$ cat src/rtl/fifo_2w_1r_if.sv
// Handshake bundle for fifo_2w_1r: pair write port, single read port.
// FIFO_2W1R_SINGLE_WRITE_EN adds WriteEn_in_1 (push Data_in_1 only).
interface fifo_2w_1r_if #(
  parameter int DATA_WIDTH = 8
);
  logic [DATA_WIDTH-1:0] Data_in_1;
  logic [DATA_WIDTH-1:0] Data_in_2;
  logic                  WriteEn_in_2;
`ifdef FIFO_2W1R_SINGLE_WRITE_EN
  logic                  WriteEn_in_1;
`endif
  logic                  Full_out;
  logic                  ReadEn_in;
  logic [DATA_WIDTH-1:0] Data_out;
  logic                  Data_valid;
  logic                  Empty_out;

  modport master (
    output Data_in_1,
    output Data_in_2,
    output WriteEn_in_2,
`ifdef FIFO_2W1R_SINGLE_WRITE_EN
    output WriteEn_in_1,
`endif
    output ReadEn_in,
    input  Full_out,
    input  Data_out,
    input  Data_valid,
    input  Empty_out
  );

  modport slave (
    input  Data_in_1,
    input  Data_in_2,
    input  WriteEn_in_2,
`ifdef FIFO_2W1R_SINGLE_WRITE_EN
    input  WriteEn_in_1,
`endif
    input  ReadEn_in,
    output Full_out,
    output Data_out,
    output Data_valid,
    output Empty_out
  );
endinterface

$ cat src/rtl/fifo_2w_1r.sv
// Sync FIFO: pushes a word pair per write, pops one word per read.
// FIFO_2W1R_SINGLE_WRITE_EN enables the single-word write enable.
module fifo_2w_1r #(
  parameter int DATA_WIDTH    = 8,
  parameter int ADDRESS_WIDTH = 4
) (
  input logic          Clk,
  input logic          Clear_n,
  fifo_2w_1r_if.slave  bus
);
  localparam int FIFO_DEPTH = 1 << ADDRESS_WIDTH;
  localparam int CW = ADDRESS_WIDTH + 1;

  logic [DATA_WIDTH-1:0]    mem [FIFO_DEPTH];
  logic [ADDRESS_WIDTH-1:0] wptr;
  logic [ADDRESS_WIDTH-1:0] wptr1;
  logic [ADDRESS_WIDTH-1:0] rptr;
  logic [CW-1:0]            count;
  logic [CW-1:0]            cnt_nxt;
  logic [DATA_WIDTH-1:0]    rd_data;
  logic                     rd_valid;
  logic                     wr2;
  logic                     wr1;
  logic                     rd;

  assign bus.Empty_out  = (count == '0);
  assign bus.Full_out   = (count > CW'(FIFO_DEPTH - 2));
  assign bus.Data_out   = rd_data;
  assign bus.Data_valid = rd_valid;

  assign wr2   = bus.WriteEn_in_2 && !bus.Full_out;
  assign rd    = bus.ReadEn_in && !bus.Empty_out;
  assign wptr1 = wptr + 1'b1;

`ifdef FIFO_2W1R_SINGLE_WRITE_EN
  // Single write may use the last free slot that pair writes cannot.
  assign wr1 = bus.WriteEn_in_1 && !bus.WriteEn_in_2
            && (count < CW'(FIFO_DEPTH));
`else
  assign wr1 = 1'b0;
`endif

  always_comb begin
    cnt_nxt = count;
    if (wr2)
      cnt_nxt = cnt_nxt + CW'(2);
    else if (wr1)
      cnt_nxt = cnt_nxt + CW'(1);
    if (rd)
      cnt_nxt = cnt_nxt - CW'(1);
  end

  always_ff @(posedge Clk) begin
    if (wr2) begin
      mem[wptr]  <= bus.Data_in_1;
      mem[wptr1] <= bus.Data_in_2;
    end else if (wr1) begin
      mem[wptr]  <= bus.Data_in_1;
    end
  end

  always_ff @(posedge Clk or negedge Clear_n) begin
    if (!Clear_n) begin
      wptr     <= '0;
      rptr     <= '0;
      count    <= '0;
      rd_data  <= '0;
      rd_valid <= 1'b0;
    end else begin
      count    <= cnt_nxt;
      rd_valid <= rd;
      if (wr2)
        wptr <= wptr + ADDRESS_WIDTH'(2);
      else if (wr1)
        wptr <= wptr1;
      if (rd) begin
        rd_data <= mem[rptr];
        rptr    <= rptr + 1'b1;
      end
    end
  end
endmodule

$ cat src/flat_wrapper.sv
// flat-port wrapper written by rule: the top's interface ports become plain ports
module fifo_2w_1r_flat 
#(
  parameter int DATA_WIDTH    = 8,
  parameter int ADDRESS_WIDTH = 4
)
  (Clk, Clear_n, bus_Data_in_1, bus_Data_in_2, bus_WriteEn_in_2, bus_ReadEn_in, bus_Full_out, bus_Data_out, bus_Data_valid, bus_Empty_out);
  fifo_2w_1r_if #(.DATA_WIDTH(DATA_WIDTH)) bus_i ();
  input logic Clk;
  input logic Clear_n;
  input wire logic [$bits(bus_i.Data_in_1)-1:0] bus_Data_in_1;
  input wire logic [$bits(bus_i.Data_in_2)-1:0] bus_Data_in_2;
  input wire logic [$bits(bus_i.WriteEn_in_2)-1:0] bus_WriteEn_in_2;
  input wire logic [$bits(bus_i.ReadEn_in)-1:0] bus_ReadEn_in;
  output wire logic [$bits(bus_i.Full_out)-1:0] bus_Full_out;
  output wire logic [$bits(bus_i.Data_out)-1:0] bus_Data_out;
  output wire logic [$bits(bus_i.Data_valid)-1:0] bus_Data_valid;
  output wire logic [$bits(bus_i.Empty_out)-1:0] bus_Empty_out;
  assign bus_i.Data_in_1 = bus_Data_in_1;
  assign bus_i.Data_in_2 = bus_Data_in_2;
  assign bus_i.WriteEn_in_2 = bus_WriteEn_in_2;
  assign bus_i.ReadEn_in = bus_ReadEn_in;
  assign bus_Full_out = bus_i.Full_out;
  assign bus_Data_out = bus_i.Data_out;
  assign bus_Data_valid = bus_i.Data_valid;
  assign bus_Empty_out = bus_i.Empty_out;
  fifo_2w_1r #(.DATA_WIDTH(DATA_WIDTH), .ADDRESS_WIDTH(ADDRESS_WIDTH)) u_core (.Clk(Clk), .Clear_n(Clear_n), .bus(bus_i));
endmodule
$ cat config.mk
export PLATFORM = sky130hd
export DESIGN_NAME = fifo_2w_1r_flat
export DESIGN_NICKNAME = d
export VERILOG_FILES = /design/src/rtl/fifo_2w_1r_if.sv /design/src/rtl/fifo_2w_1r.sv /design/src/flat_wrapper.sv
export SDC_FILE = /design/constraint.sdc
export NUM_CORES = 1
export LEC_CHECK = 0
export BUFFER_PORTS_ARGS = -buffer_cell sky130_fd_sc_hd__buf_4
export CAP_MARGIN = 20
export CORE_UTILIZATION = 60
export DETAILED_ROUTE_END_ITERATION = 8
export HOLD_SLACK_MARGIN = 0.06
export PLACE_DENSITY = 0.78
export SYNTH_ARGS = -nofsm -noshare
export SYNTH_HDL_FRONTEND = slang
export SYNTH_SLANG_ARGS = --single-unit
$ cat constraint.sdc
create_clock -name Clk -period 4 [get_ports Clk]
set_clock_uncertainty 0.15 [all_clocks]
set_input_delay 0.8 -clock Clk [delete_from_list [all_inputs] [get_ports Clk]]
set_output_delay 0.8 -clock Clk [all_outputs]
set_load 0.05 [all_outputs]
==> flow_metrics.py <==
metrics = {
    "place": {
        "dpl.hpwl_um": 6950,
        "port_buffers": 30,
        "gp_congestion": 0.841,
        "pre_cts_ws_ns": 1.41,
    },
    "floorplan": {
        "fp.coreArea_um2": 9730,
        "fp.dieH_um": 102,
        "initial_core_util_pct": 61.5,
        "fp.dieW_um": 102,
        "ios": 31,
        "row_count": 36,
        "die_area_um2": 10400,
    },
    "clock_tree": {
        "clock_latency_ns": 0.52,
        "cts_hold_buffers": 1,
        "ctsResizeCount": 0,
        "cts-buffers-inserted": 17,
        "cts_setup_buffers": 0,
        "clk_pin_slew_ns": 0.06,
        "cts-root-buf": "clkbuf_8",
        "clock_path_buffers": 2,
        "cts.sinks": 149,
        "cts-htree-levels": 4,
        "cts_tree": "built",
    },
    "detailed_routing": {
        "vias": 3113,
        "ant_nets": 0,
        "wl_um": 11800,
        "vias_per_cell": 6.26,
        "wire_per_inst_um": 23.7,
        "drt_first_pass_iters": 4,
        "drc": 0,
        "drt_iter0_drc": 178,
    },
    "timing": {
        "fmax_ghz": 0.338,
        "slew_violations": 0,
        "hold_viol": 0,
        "min_period_ns": 2.96,
        "setup_tns_ns": 0,
        "postLayoutSetupSlackWorst_ns": 1.04,
        "setup_violations": 0,
        "maxSlewHeadroom_pct": 51.9,
        "rsz0062_at_grt": "false",
        "min_period_over_period_pct": 74.1,
        "tightest_slew_ns": 0.716,
        "hold_ws_ns": 0.366,
    },
    "grt": {
        "grt_first_pass_wirelength_um": 17400,
        "grt_pass1_vias": 3093,
        "antenna_found_initial": 0,
        "overflow": 0,
        "grt_max_degree": 34,
        "grt_usage_pct": 25.0,
    },
    "synthesis": {
        "synth_nets": 326,
        "syn_inst": 303,
        "async_reset_ff_share_pct": 14.1,
        "synthDistinctLibCells": 41,
        "yosys_most_used_dff": "edfxtp_1",
        "seq_area_frac_synth_pct": 73.0,
        "synth_edf_count": 128,
        "synth-seq-cells": 149,
        "syn_area_um2": 5980,
        "yosysWarnings": 0,
        "syn_area_per_cell_um2": 19.7,
    },
    "job": {
        "maxCapViolations": 0,
    },
    "outcome": {
        "status": "complete, no violations",
    },
    "worst_setup_path": {
        "r2r_slack_ns": 1.44,
        "start_kind": "flop",
        "reg2reg_from": "u_core.rptr[0]",
        "critical_path_peak_fanout": 11,
        "required_ns": 3.05,
        "crit_path_end_kind": "primary output",
        "ff2ff_path_depth": 5,
        "worstSetupPathType": "reg -> out",
        "reg2reg_to": "u_core.bus.Data_out[4]",
        "crit_arrival_ns": 2.01,
    },
    "finish": {
        "area_growth_pct": 16.3,
        "insertedDiodeCount": 0,
        "final_cell_mix": "128 x edfxtp_1, 42 x buf_4, 20 x dfrtp_1",
        "drive_above_1_share_pct": 27.5,
        "final_common_cell": "edfxtp_1",
        "fin_nets": 374,
    },
    "min_path": {
        "min_to": "u_core.count[0]",
        "worstHoldStart": "bus_ReadEn_in",
        "holdPathStages": 2,
        "hold_class": "in -> reg",
    },
    "pwr": {
        "irDropWorstVdd_v": 0.000460,
        "p_leak_uw": 0.00239,
        "p_per_area_nw_per_um2": 739,
    },
}
how the worst max path moves through the flow:
stage                startpoint          endpoint  slack, ns  cells past startpoint
2_1_floorplan  bus_WriteEn_in_2  u_core.mem[0][0]       0.55                      3
3_3_place_gp   bus_WriteEn_in_2  u_core.mem[3][2]       1.49                      6
3_5_place_dp   bus_WriteEn_in_2  u_core.mem[2][2]       1.41                      6
4_1_cts         u_core.count[1]      bus_Full_out       1.00                      4
5_1_grt         u_core.count[1]      bus_Full_out       0.90                      4
6_report        u_core.count[1]      bus_Full_out       1.04                      4
layer usage:
metal	vias to the layer above	routed length (um)	global-route usage (%)
met4	0	221	9.78
met2	129	5920	40.0
met1	1613	4930	34.2
li1	1352	-	-
met3	19	708	5.88
met5	-	0	0
final cells by class:
class                   count  area [um2]
repair buffers             43         325
inverters                   1        3.75
flip-flops and latches    149        4370
fillers                   604        2770
clock buffers              23         447
clock inverters             9         105
well taps                 133         166
multi-input cells         139        1540
where the power goes:
part	total [uW]	leakage, uW	internal (uW)	switching [uW]
registers	2200	0.00140	1940	262
logic	1460	0.000736	670	790
clock network	1480	0.000260	900	579
stage by stage:
stage / util, % / power (uW) / cells / area [um2]
finish: 71.5 / 5140 / 497 / 6960
global route: 71.5 / 5340 / 497 / 6960
CTS: 71.5 / 5170 / 497 / 6960
detailed placement: 65.7 / 3670 / 464 / 6400
global placement: 65.7 / 3620 / 464 / 6400
floorplan: - / 3270 / 303 / 5980
worst max-delay path, cell delays in order (launching register included):
cell	delay, ns
dfrtp_1	0.59
ha_1	0.32
nand2_1	0.17
o21bai_1	0.19
buf_4	0.22
state kept, by name, summed over array words and instances (netlist names):
name,cells
u_core.count,5
u_core.bus.Data_out,8
u_core.mem,128
u_core.rptr,4
u_core.bus.Data_valid,1
u_core.wptr,3
Yosys cell counts (2+ instances only):
cell,instances,share of area [%]
edfxtp_1,128,64
dfrtp_1,21,8.8
mux4_1,18,7.9
mux4_2,14,5.3
o22ai_1,14,1.5
a21oi_1,12,1.0
nand2_1,10,0.63
mux2_2,8,1.5
nor2_1,8,0.50
xnor2_1,7,1.0
clkbuf_1,6,0.38
nand2b_1,6,0.63
nor3_1,6,0.50
buf_2,4,0.33
nand4_1,4,0.42
ha_1,3,0.63
nor3b_1,3,0.38
o21ai_0,3,0.25
a211oi_1,2,0.25
buf_12,2,0.67
nor2b_1,2,0.21
nor4_1,2,0.21
or2_2,2,0.21
cell families (layout without fill, tap and decap cells):
kind of cell    count (synthesis)  after routing  synth area share, %
simple gates                   48             48                 4.25
buf+inv                        15             76                 1.71
flops                         149            149                 73.0
fa+ha+maj                       3              3                0.628
mux                            40             40                 14.7
xor+xnor                        8              8                 1.17
compound gates                 40             40                 4.52
Power figures use the tool's default switching activity.
